`src/rtl/interrupt_ack_sequencer.sv`:
```
// interrupt_ack_sequencer: 8259A-style mask/priority resolve, 8086 two-pulse INTA handshake and EOI handling; define AUTO_ROTATE_EN for automatic priority rotation
module interrupt_ack_sequencer #(
  parameter int         NUM_IR         = 8,
  parameter logic [2:0] SPURIOUS_LEVEL = 3'd7
) (
  input  logic              clk,
  input  logic              reset_n,
  input  logic [NUM_IR-1:0] Int_Req_Reg,
  input  logic [NUM_IR-1:0] Int_Mask,
  input  logic [4:0]        Vector_Base,
  input  logic              Auto_EOI,
  input  logic              INTA_n,
  input  logic              Non_Specific_EOI,
  input  logic              Specific_EOI,
  input  logic [2:0]        EOI_Level,
  output logic              INT,
  output logic [NUM_IR-1:0] Clear_IRR,
  output logic [NUM_IR-1:0] In_Service_Reg,
  output logic [7:0]        Data_Out,
  output logic              Data_Out_En
);
  localparam logic [1:0] IDLE  = 2'd0;
  localparam logic [1:0] ACK1  = 2'd1;
  localparam logic [1:0] WAIT2 = 2'd2;
  localparam logic [1:0] ACK2  = 2'd3;
  // Highest-priority set bit of v, where priority starts just above lowest-priority level p; returns {found, level}
  function automatic logic [3:0] first_set(input logic [7:0] v, input logic [2:0] p);
    logic [2:0] k;
    first_set = 4'd0;
    for (int i = 7; i >= 0; i--) begin
      k = p + 3'd1 + 3'(i);
      if (v[k]) first_set = {1'b1, k};
    end
  endfunction
  logic [1:0] state_q, state_d;
  logic       inta_q, int_q, int_d, spur_q, spur_d, en_q, en_d;
  logic [2:0] lvl_q, lvl_d, ptr, prank, irank;
  logic [7:0] isr_q, isr_d, clr_q, clr_d, dout_q, dout_d;
  logic [7:0] pend, set_v, eoi_clr, aeoi_clr;
  logic [3:0] pw, iw;
  logic       fall, rise, qualify;
  assign fall = inta_q & ~INTA_n;
  assign rise = ~inta_q & INTA_n;
  assign pend = Int_Req_Reg & ~Int_Mask;
  assign pw = first_set(pend, ptr);
  assign iw = first_set(isr_q, ptr);
  // Ranks are distances from the top of the (possibly rotated) order, so smaller wins
  assign prank = pw[2:0] - ptr - 3'd1;
  assign irank = iw[2:0] - ptr - 3'd1;
  assign qualify = pw[3] & (~iw[3] | (prank < irank));
  assign eoi_clr = Specific_EOI ? 8'd1 << EOI_Level :
                   (Non_Specific_EOI & iw[3]) ? 8'd1 << iw[2:0] : 8'd0;
  // The ACK1 set is OR-ed in last so it beats any same-cycle clear of that bit
  assign isr_d = (isr_q & ~eoi_clr & ~aeoi_clr) | set_v;
`ifdef AUTO_ROTATE_EN
  logic [2:0] ptr_q, ptr_d;
  assign ptr = ptr_q;
  assign ptr_d = Specific_EOI ? EOI_Level :
                 (Non_Specific_EOI & iw[3]) ? iw[2:0] :
                 (|aeoi_clr) ? lvl_q : ptr_q;
  // Lowest-priority pointer follows the most recently retired level
  always_ff @(posedge clk or negedge reset_n) begin
    if (!reset_n) ptr_q <= 3'd7;
    else          ptr_q <= ptr_d;
  end
`else
  assign ptr = 3'd7;
`endif
  // INTA handshake sequencing, vector drive and auto-EOI
  always_comb begin
    state_d  = state_q;
    lvl_d    = lvl_q;
    spur_d   = spur_q;
    set_v    = 8'd0;
    clr_d    = 8'd0;
    dout_d   = dout_q;
    en_d     = en_q;
    aeoi_clr = 8'd0;
    int_d    = qualify;
    case (state_q)
      IDLE: if (fall) begin
        state_d = ACK1;
        int_d   = 1'b0;
        lvl_d   = qualify ? pw[2:0] : SPURIOUS_LEVEL;
        spur_d  = ~qualify;
        set_v   = qualify ? 8'd1 << pw[2:0] : 8'd0;
        clr_d   = set_v;
      end
      ACK1: if (rise) state_d = WAIT2;
      WAIT2: if (fall) begin
        state_d = ACK2;
        dout_d  = {Vector_Base, lvl_q};
        en_d    = 1'b1;
      end
      default: if (rise) begin
        state_d  = IDLE;
        dout_d   = 8'd0;
        en_d     = 1'b0;
        aeoi_clr = (Auto_EOI & ~spur_q) ? 8'd1 << lvl_q : 8'd0;
      end
    endcase
  end
  // State registers
  always_ff @(posedge clk or negedge reset_n) begin
    if (!reset_n) begin
      state_q <= IDLE;
      inta_q  <= 1'b1;
      int_q   <= 1'b0;
      lvl_q   <= 3'd0;
      spur_q  <= 1'b0;
      isr_q   <= 8'd0;
      clr_q   <= 8'd0;
      dout_q  <= 8'd0;
      en_q    <= 1'b0;
    end else begin
      state_q <= state_d;
      inta_q  <= INTA_n;
      int_q   <= int_d;
      lvl_q   <= lvl_d;
      spur_q  <= spur_d;
      isr_q   <= isr_d;
      clr_q   <= clr_d;
      dout_q  <= dout_d;
      en_q    <= en_d;
    end
  end
  assign INT            = int_q;
  assign Clear_IRR      = clr_q;
  assign In_Service_Reg = isr_q;
  assign Data_Out       = dout_q;
  assign Data_Out_En    = en_q;
endmodule

```
`config.mk`:
```
export PLATFORM = sky130hd
export DESIGN_NAME = interrupt_ack_sequencer
export DESIGN_NICKNAME = d
export VERILOG_FILES = /design/src/rtl/interrupt_ack_sequencer.sv
export SDC_FILE = /design/constraint.sdc
export NUM_CORES = 1
export LEC_CHECK = 0
export ABC_AREA = 1
export CORE_MARGIN = 2
export CORE_UTILIZATION = 47
export DETAILED_ROUTE_END_ITERATION = 10
export PLACE_DENSITY = 0.8
export SLEW_MARGIN = 0
export SYNTH_ARGS = -nofsm -noshare
export SYNTH_HDL_FRONTEND = slang
export SYNTH_SLANG_ARGS = --single-unit
```
`constraint.sdc`:
```
create_clock -name clk -period 2.22 [get_ports clk]
set_input_delay 0.333 -clock clk [delete_from_list [all_inputs] [get_ports clk]]
set_output_delay 0.333 -clock clk [all_outputs]
set_load 0.03 [all_outputs]
```
======== Word level (Yosys, flattened, before mapping) ========
Index checks and enable logic that the tools add are counted.
operators by class
  add/sub/neg operators ................... 4
  $lt $le $gt $ge ......................... 1
  equality and inequality tests ........... 5
  shifts and indexed selects .............. 4
  multiplexer cells ....................... 38
  bitwise logic cells ..................... 19
  reduce and logical (&&, ||, !) cells .... 8
operators by type and width
  cell                                              number
  2-to-1 mux 8 bit                                  10
  2-to-1 mux 4 bit                                  16
  << shifter 1 x 3 -> 8 bit, first input constant   4
  bitwise AND 8 bit                                 3
  inverter 8 bit                                    3
  one-hot mux 8 bit (2 select lines)                1
  2-to-1 mux 2 bit                                  4
  bitwise OR 8 bit                                  1
  inequality test 2 bit, second input constant      3
  inverter 1 bit                                    6
  one-hot mux 2 bit (3 select lines)                1
  subtractor 3 x 1 -> 3 bit, second input constant  2
  subtractor 3 bit, second input constant           2
  bitwise AND 1 bit                                 5
  2-to-1 mux 1 bit                                  4
  AND reduction 4 bit                               1
  less-than comparator 3 bit                        1
  2-to-1 mux 3 bit                                  1
  AND reduction 3 bit                               1
  nonzero test 3 bit                                1
  OR reduction 3 bit                                1
  == test 2 x 1 -> 1 bit, second input constant     1
  == test 2 bit, second input constant              1
  logical NOT 2 bit                                 1
  5 further kinds                                   5
word-level totals
  register bits ........................... 33
  input port bits ......................... 30
  output and inout port bits .............. 26
  logic and storage cells ................. 88

======== Logic depth before layout (Yosys ltp) ========
Gate-level depths: netlist of run 1.
  word-level depth ........................ 19
  depth in mapped cells ................... 16
  gate-level depth less buffers ........... 16

======== Worst setup path before layout of run 1 ========
No wires, ideal clock.
  path kind ............................... register -> register
  from .................................... register isr_q[0] (netlist: In_Service_Reg[0])
  to ...................................... register lvl_q[0]
  setup time .............................. 0.121 ns
  arrival time ............................ 1.851 ns
  required time ........................... 2.099 ns
  setup slack ............................. 0.248 ns
  stages on the path, launching flop included .. 10
  buffers on the path ..................... 0
  period minus slack after synthesis ...... 1.972 ns
  cells stage by stage .................... dfrtp_1 > nor4_4 > nand2_1 > ha_1 > a21oi_1 > nand2_2 > nand2_4 > nand2_4 > nand2_4 > nand2_2
on the way
  longest elaborated chain between the ends .. 7
  elaborated cells on any way between the ends .. 8
  classes of those cells .................. add/sub (2); order compare (1); mux (2); bitwise (3)
RTL lines
  element                     line  text
  start: declaration          38    logic [7:0] isr_q, isr_d, clr_q, clr_d, dout_q, dout_d;
  start signal: assignment    121   isr_q <= isr_d;
  2-to-1 mux 4 bit (*)        32    if (v[k]) first_set = {1'b1, k};
  subtractor 3 bit            49    assign irank = iw[2:0] - ptr - 3'd1;
  subtractor 3 x 1 -> 3 bit   49
  less-than comparator 3 bit  50    assign qualify = pw[3] & (~iw[3] | (prank < irank));
  bitwise OR 1 bit (*)        50
  bitwise AND 1 bit (*)       50
  2-to-1 mux 3 bit (*)        84    lvl_d = qualify ? pw[2:0] : SPURIOUS_LEVEL;
  end signal: assignment      119   lvl_q <= lvl_d;
  end: declaration            37    logic [2:0] lvl_q, lvl_d, ptr, prank, irank;
Mark *: on every way between the ends. The rest lies on a longest branch, timed or not.
A chain may end at the register's enable or synchronous reset.

======== Final worst setup path of run 1 ========
  from .................................... register isr_q[6] (netlist: In_Service_Reg[6])
  to ...................................... register lvl_q[0]
on the way
  longest elaborated chain between the ends .. 13
  elaborated cells on any way between the ends .. 14
  classes of those cells .................. add/sub (2); order compare (1); mux (8); bitwise (3)
RTL lines
  element                            line
  2-to-1 mux 4 bit (*) (7 in a row)  32
  subtractor 3 bit                   49
  subtractor 3 x 1 -> 3 bit          49
  less-than comparator 3 bit         50
  bitwise OR 1 bit (*)               50
  bitwise AND 1 bit (*)              50
  2-to-1 mux 3 bit (*)               84
Marks and branches as above.

==> results.md, run 1 <==
* Worst rel slew slack at 68.4%
* Clock tree root buffer cell: clkbuf_8
* Share of synthesized area occupied by flip-flops and latches at 43.3%
* Final Routed Wirelength at 4370 um
* Post-synthesis sequential element count at 33
* Count of maximum capacitance violations at 0
* Slew Limit Fails at 0
* Hold Fails Final Rpt at 0
* Area of combinational cells with multiple inputs at approximately 870 um2
* Average detailed-routed wire length per instance at approximately 12 um
* Number of sinks on the clock net at 33
* Cell count along the critical path at 12
* Cell types with the largest area share after synthesis: dfrtp_1 (42%), nand2_1 (11%), inv_1 (11%), ha_1 (3.9%), nor2_1 (3.9%)
* Maximum net fanout on the critical path at 10
* Leakage component of the power at roughly 1.3 nW
* Mapped Avg Cell Area at around 8 um2
* Critical path's largest stage delay at ~410 ps
* Unique cell type count in the Yosys netlist at 29
* Worst-margin pin slew at approximately 470 ps
* Top cell types by occurrence after synthesis: nand2_1 (55), inv_1 (54), dfrtp_1 (32)
* Critical path, cell by cell: nor2_1 -> inv_1 -> nor3_1 -> inv_1 -> nand2_1 -> ha_1 -> a21oi_1 -> nand2_2 -> nand2_4 -> nand2_4 -> nand2_4 -> nand2_2
* Cell depth of the worst flop-to-flop path at 12
* Mapped cell area at 1910 um2
* Height of the die at 67.7 um
* Overall die area at approximately 4600 um2
* Pin count of the biggest net entering global routing at 34
* Vias after detailed routing at around 1.8k
* Global-route wire length before repair at between 7000 and 8000 um
* Asr flop ratio synth at 100%
* Post_cts resized at 0
* Data required, critical path at around 2400 ps
* Post-CTS setup-driven buffer insertion count at 0
* Vias in the first global route at 1695
* Launching point of the worst reg2reg path: In_Service_Reg[6]
* Cts bufs inserted at 5
* Final number of setup-violating endpoints at 0
* DRC Markers at 0
* Cell type contributing the most total cell area after synthesis: dfrtp_1
* TritonCTS clock tree: done
* Proportion of layout cells with a drive suffix above 1 at a little over a tenth
* Insertion delay to the later sink of the worst-skew pair at between 200 and 300 ps
* # nets final at 347
* Detailed-route vias per instance at between 4 and 5
* Gpl congestion at approximately 0.95
* Hold buffer count at CTS at 0
* Count of flip-flops with a built-in enable after synthesis at 0
* Total core area at about 3900 um2
* Router iterations before antenna repair at 5
* Number of core rows at 23
* Placed wire-length estimate at between 3000 and 4000 um
* Global-route usage over all layers at 20.9%
* Area added between synthesis and finish at 38.1%
* Boundary pin count at 56
* Critical path class: reg2reg
* Final total negative setup slack at 0 ps
* CP max-delay cell: dfrtp_1
* Ant. Diodes at 0
* Area fraction of the dominant cell type after synthesis at a little over two fifths
* Category of cells accounting for the largest share of critical-path delay: simple AND/OR/NAND/NOR gates
* Die outline width at ~68 um
* Sequential standard cell area at between 800 and 900 um2
* CP dominant cell by count: nand2_4
* Clock-pin slew on the worst setup and hold paths at about 60 ps
* Crit path arrival time at around 2200 ps
* Fillers at 336
* Post-Syn Instances at 245
* Period utilisation layout at about nine tenths
* Most frequently used flop master after synthesis: dfrtp_1
* Post-Synthesis Net Count at between 200 and 300
* Power per standard cell area at ~1100 nW/um2
* H-tree Lvls at 2
* Cell with the most instances after synthesis: nand2_1
* IR drop worst, VDD at ~0.00043 V
* Number of buffers on the longest clock path at 2
* Final total power at between 2 and 3 mW
* Detail Route Antenna Nets at 0
* Run status: finished, final reports clean
* Critical Path End Type: register
* Buffers & Inverters on Critical Path at 2
* Antenna violations before repair at 0
* Unrepaired setup endpoints after global routing: no
* Min-delay worst type: in2async
* Timing startpoint of the critical path: In_Service_Reg[6]
* Yosys warning count at 0
* Fin Clk Skew at between 7 and 8 ps
* DRT iter0 DRCs at around 110
* Effective utilization at floorplan at about 48%
* Period minus WS final at 2010 ps
* Highest achievable clock rate at ~0.50 GHz
* Category of the worst setup path launch point: register
* Congestion Overflow GR at 0
* PortBufs at 55
-- routing by layer --
metal  track usage [%]  vias up  part of all wire, %
met4              8.16        0                  2.0
li1                  -      911                    -
met2              36.5       68                   49
met3              4.17        7                  5.9
met5                 0        -                    0
met1              25.1      807                   43
-- placed cells by master (no fill, tap or decap), types with 2 or more instances in the layout --
| master | instances |
|---|---|
| buf_4 | 6 |
| a21oi_1 | 4 |
| nor3_1 | 6 |
| nor3_2 | 3 |
| nand2_1 | 55 |
| ha_1 | 6 |
| o22ai_1 | 3 |
| clkbuf_1 | 2 |
| clkdlybuf4s50_1 | 55 |
| nand2_2 | 5 |
| nor2_1 | 20 |
| nand2_4 | 3 |
| o21ai_1 | 2 |
| inv_1 | 54 |
| o21ai_0 | 10 |
| nand3_1 | 14 |
| nand4_1 | 10 |
| clkbuf_8 | 5 |
| dfrtp_1 | 32 |
| nand3_2 | 5 |
-- cell families after synthesis --
kind of cell,share of synthesized area [%]
simple gates,32.7
buf+inv,11.3
flops,43.3
compound gates,8.79
fa+ha+maj,3.93
-- final timing paths --
| kind | to | slack, ps |
|---|---|---|
| worst max-delay path | lvl_q[0] | 210 |
| worst min-delay path | Data_Out[2] | 450 |
| worst max register to register | lvl_q[0] | 210 |
| worst min register to register | Data_Out[6] | 520 |
| max in group asynchronous | inta_q | 1450 |
| min in group clk | inta_q | 510 |
-- final cells by class --
type                       instances  share of cell area, %
multi-input combinational        156                   32.9
timing repair buffer              61                   22.6
sequential                        33                   31.4
clock inverter                     1                  0.190
clock buffer                       7                   2.90
inverter                          54                   7.69
tap                               50                   2.37
-- registers in the layout, indices dropped and copies added (netlist names) --
name / flops
spur_q: 1
lvl_q: 3
Clear_IRR: 8
state_q: 2
Data_Out_En: 1
INT: 1
Data_Out: 8
inta_q: 1
In_Service_Reg: 8
-- through the flow --
step	std cells	cell area [um2]	hold WS (ps)	worst slack, ps	utilization, %
floorplan	245	1910	37.4	248	-
global placement	354	2550	487	5.18	64.8
detailed placement	354	2550	498	-36.4	64.8
CTS	362	2640	450	212	66.8
global route	362	2640	484	36.6	66.8
finish	362	2640	447	212	66.8
-- report_power, final --
group	internal (mW)	total, mW	switching, mW
Sequential	0.758	0.894	0.136
Combinational	0.584	1.55	0.966
Clock	0.220	0.429	0.210
(Power assumes the default switching activity.)
==> inputs of run 2 (changes only) <==
--- a/config.mk
+++ b/config.mk
@@ -9,6 +9,7 @@
 export CORE_MARGIN = 2
 export CORE_UTILIZATION = 47
 export DETAILED_ROUTE_END_ITERATION = 10
+export MAX_ROUTING_LAYER = met4
 export PLACE_DENSITY = 0.8
 export SLEW_MARGIN = 0
 export SYNTH_ARGS = -nofsm -noshare
==> results.md, run 2 (synthesis gave the netlist of run 1 again) <==
* Run status: finished, final reports clean
* Router iterations before antenna repair at 4 (-1)
* Proportion of layout cells with a drive suffix above 1 at 11.2% (+0.32 points)
* Global-route wire length before repair at 7290 um (+1.8%)
* Unrepaired setup endpoints after global routing: no
* Internal power summed over all cells at 1.61 mW (+3.0%)
* TritonCTS clock tree: done
* Area of all placed cells without fillers at 2660 um2 (+0.76%)
* Vias in the first global route at 1700 (+0.29%)
* Worst rel slew slack at 69.2% (+0.87 points)
* # nets final at 347 (unchanged)
* PnR worst setup slack at 205 ps (-7.35 ps)
* Average detailed-routed wire length per instance at 11.8 um (-2.3%)
* Final Routed Wirelength at 4270 um (-2.3%)
* Critical path, cell by cell: nor2_1 -> inv_1 -> nor3_4 -> inv_1 -> nand2_1 -> ha_1 -> a21oi_1 -> nand2_2 -> nand2_4 -> nand2_4 -> nand2_4 -> nand2_2
* Highest achievable clock rate at 0.496 GHz (-0.36%)
* Number of sinks on the clock net at 33 (unchanged)
* Most frequent cells in the layout: nand2_1 (55), clkdlybuf4s50_1 (55), inv_1 (54)
* Placed wire-length estimate at 3420 um (+0.34%)
* CP dominant cell by count: nand2_4
* Proportion of power drawn by the clock network at 15.7% (+0.8 points)
* Critical path's largest stage delay at 420 ps (about the same)
* Final number of setup-violating endpoints at 0 (unchanged)
* Critical Path End Type: register
* Data required, critical path at 2390 ps (about the same)
* PortBufs at 55 (unchanged)
* Buffers & Inverters on Critical Path at 2 (unchanged)
* Fin Clk Skew at 8.64 ps (+1.08 ps)
* Final total power at 2.93 mW (+2.1%)
* Gpl congestion at 0.974 (+2.5%)
* Pin count of the biggest net entering global routing at 34 (unchanged)
* Hold buffer count at CTS at 0 (unchanged)
* Share of power burned in registers at 30.6% (-0.5 points)
* Total core area at 3940 um2 (unchanged)
* Ant. Diodes at 0 (unchanged)
* Net switching power at 1.33 mW (+1.1%)
* Period utilisation layout at 90.8% (+0.33 points)
* Slew Limit Fails at 0 (unchanged)
* Detail Route Antenna Nets at 0 (unchanged)
* Period minus WS final at 2020 ps (+7.35 ps)
* Die outline width at 67.7 um (unchanged)
* Number of core rows at 23 (unchanged)
* IR drop worst, VDD at 0.000486 V (+12%)
* Worst-margin pin slew at 458 ps (-13.0 ps)
* DRC Markers at 0 (unchanged)
* Min-delay worst type: in2async
* Cell area after placement at 2550 um2 (unchanged)
* Combinational fraction of design power at 53.7% (-0.3 points)
* Overall die area at 4590 um2 (unchanged)
* Clock-pin slew on the worst setup and hold paths at 60 ps (about the same)
* Fillers at 345 (+2.7%)
* Vias after detailed routing at 1786 (-0.39%)
* Post-CTS setup-driven buffer insertion count at 0 (unchanged)
* Boundary pin count at 56 (unchanged)
* Number of buffers on the longest clock path at 2 (unchanged)
* Insertion delay to the later sink of the worst-skew pair at 290 ps (about the same)
* Global-route usage over all layers at 22.3% (+1.4 points)
* Count of maximum capacitance violations at 0 (unchanged)
* Power per standard cell area at 1110 nW/um2 (+1.4%)
* Cts bufs inserted at 5 (unchanged)
* Category of cells accounting for the largest share of critical-path delay: simple AND/OR/NAND/NOR gates
* DRT iter0 DRCs at 102 (-11%)
* Clock tree root buffer cell: clkbuf_8
* Antenna violations before repair at 0 (unchanged)
* Category of the worst setup path launch point: register
* Critical path class: reg2reg
* Area added between synthesis and finish at 39.1%
* Switching Fraction at 45.2% (-0.47 points)
* Maximum net fanout on the critical path at 10 (unchanged)
* Detailed-route vias per instance at 4.93 (-0.39%)
* Hold Fails Final Rpt at 0 (unchanged)
* Crit path arrival time at 2190 ps (about the same)
* CP max-delay cell: dfrtp_1
* Setup Slack @ Placement at -53.3 ps (-17.0 ps)
* Height of the die at 67.7 um (unchanged)
* Leakage component of the power at 1.35 nW (+0.53%)
* Effective utilization at floorplan at 48.4% (unchanged)
* H-tree Lvls at 2 (unchanged)
* Congestion Overflow GR at 0 (unchanged)
[run 2: cell count changes in the layout (fill, tap and decap cells not counted), sizes merged]
cell	delta
clkbuf	+1
clkinv	-1
[run 2: worst paths after layout]
| path | from | endpoint | slack (ps) | cells after the start |
|---|---|---|---|---|
| min in group clk | INTA_n | inta_q | 500 | 1 |
| max in group asynchronous | reset_n | inta_q | 1450 | 2 |
| min | reset_n | INT | 450 | 2 |
| max reg2reg | In_Service_Reg[6] | lvl_q[0] | 200 | 12 |
| max | In_Service_Reg[6] | lvl_q[0] | 200 | 12 |
| min reg2reg | lvl_q[2] | lvl_q[2] | 520 | 2 |
[run 2: what timing repair did]
item                       in CTS  in global routing
resized for setup               0                  2
hold endpoints to repair        0                  0
setup endpoints to repair       0                 21
[run 2: stage by stage]
stage,instances,setup TNS [ps],hold slack [ps],utilization [%]
2_1_floorplan,245,0,37.4,-
3_3_place_gp,354,0,486,64.8
3_5_place_dp,354,-268,501,64.8
4_1_cts,362,0,459,67.1
5_1_grt,362,0,499,67.3
6_report,362,0,446,67.3
[run 2: power by group through the flow]
| stage | registers, mW | logic [mW] | clock network [mW] |
|---|---|---|---|
| after floorplan | 1.09 | 0.868 | 0 |
| after global placement | 0.891 | 1.52 | 0 |
| after detailed placement | 0.898 | 1.56 | 0 |
| after CTS | 0.890 | 1.57 | 0.471 |
| after global routing | 0.921 | 1.74 | 0.492 |
| final | 0.898 | 1.58 | 0.460 |
[run 2: area by class of cell]
type | instances | area, um2 | area share [%]
Multi-Input combinational cell | 156 | 877 | 33.0
Sequential cell | 33 | 827 | 31.1
Timing Repair Buffer | 61 | 596 | 22.4
Inverter | 54 | 203 | 7.63
Clock buffer | 8 | 90.1 | 3.39
Tap cell | 50 | 62.6 | 2.36
[run 2: layer usage]
metal,routed length (um),GRT usage (%),share of wire [%]
met1,1900,27.0,45
met2,2040,36.0,48
met3,237,5.00,5.6
met4,85,8.67,2.0
met5,0,-,0
==> inputs of run 3 (changes only) <==
--- a/config.mk
+++ b/config.mk
@@ -8,6 +8,7 @@
 export ABC_AREA = 1
 export CORE_MARGIN = 2
 export CORE_UTILIZATION = 47
+export CTS_CLUSTER_SIZE = 8
 export DETAILED_ROUTE_END_ITERATION = 10
 export MAX_ROUTING_LAYER = met4
 export PLACE_DENSITY = 0.8
==> results of run 3 <==
No change in the layout: final DEF, timing and power equal those of run 2.
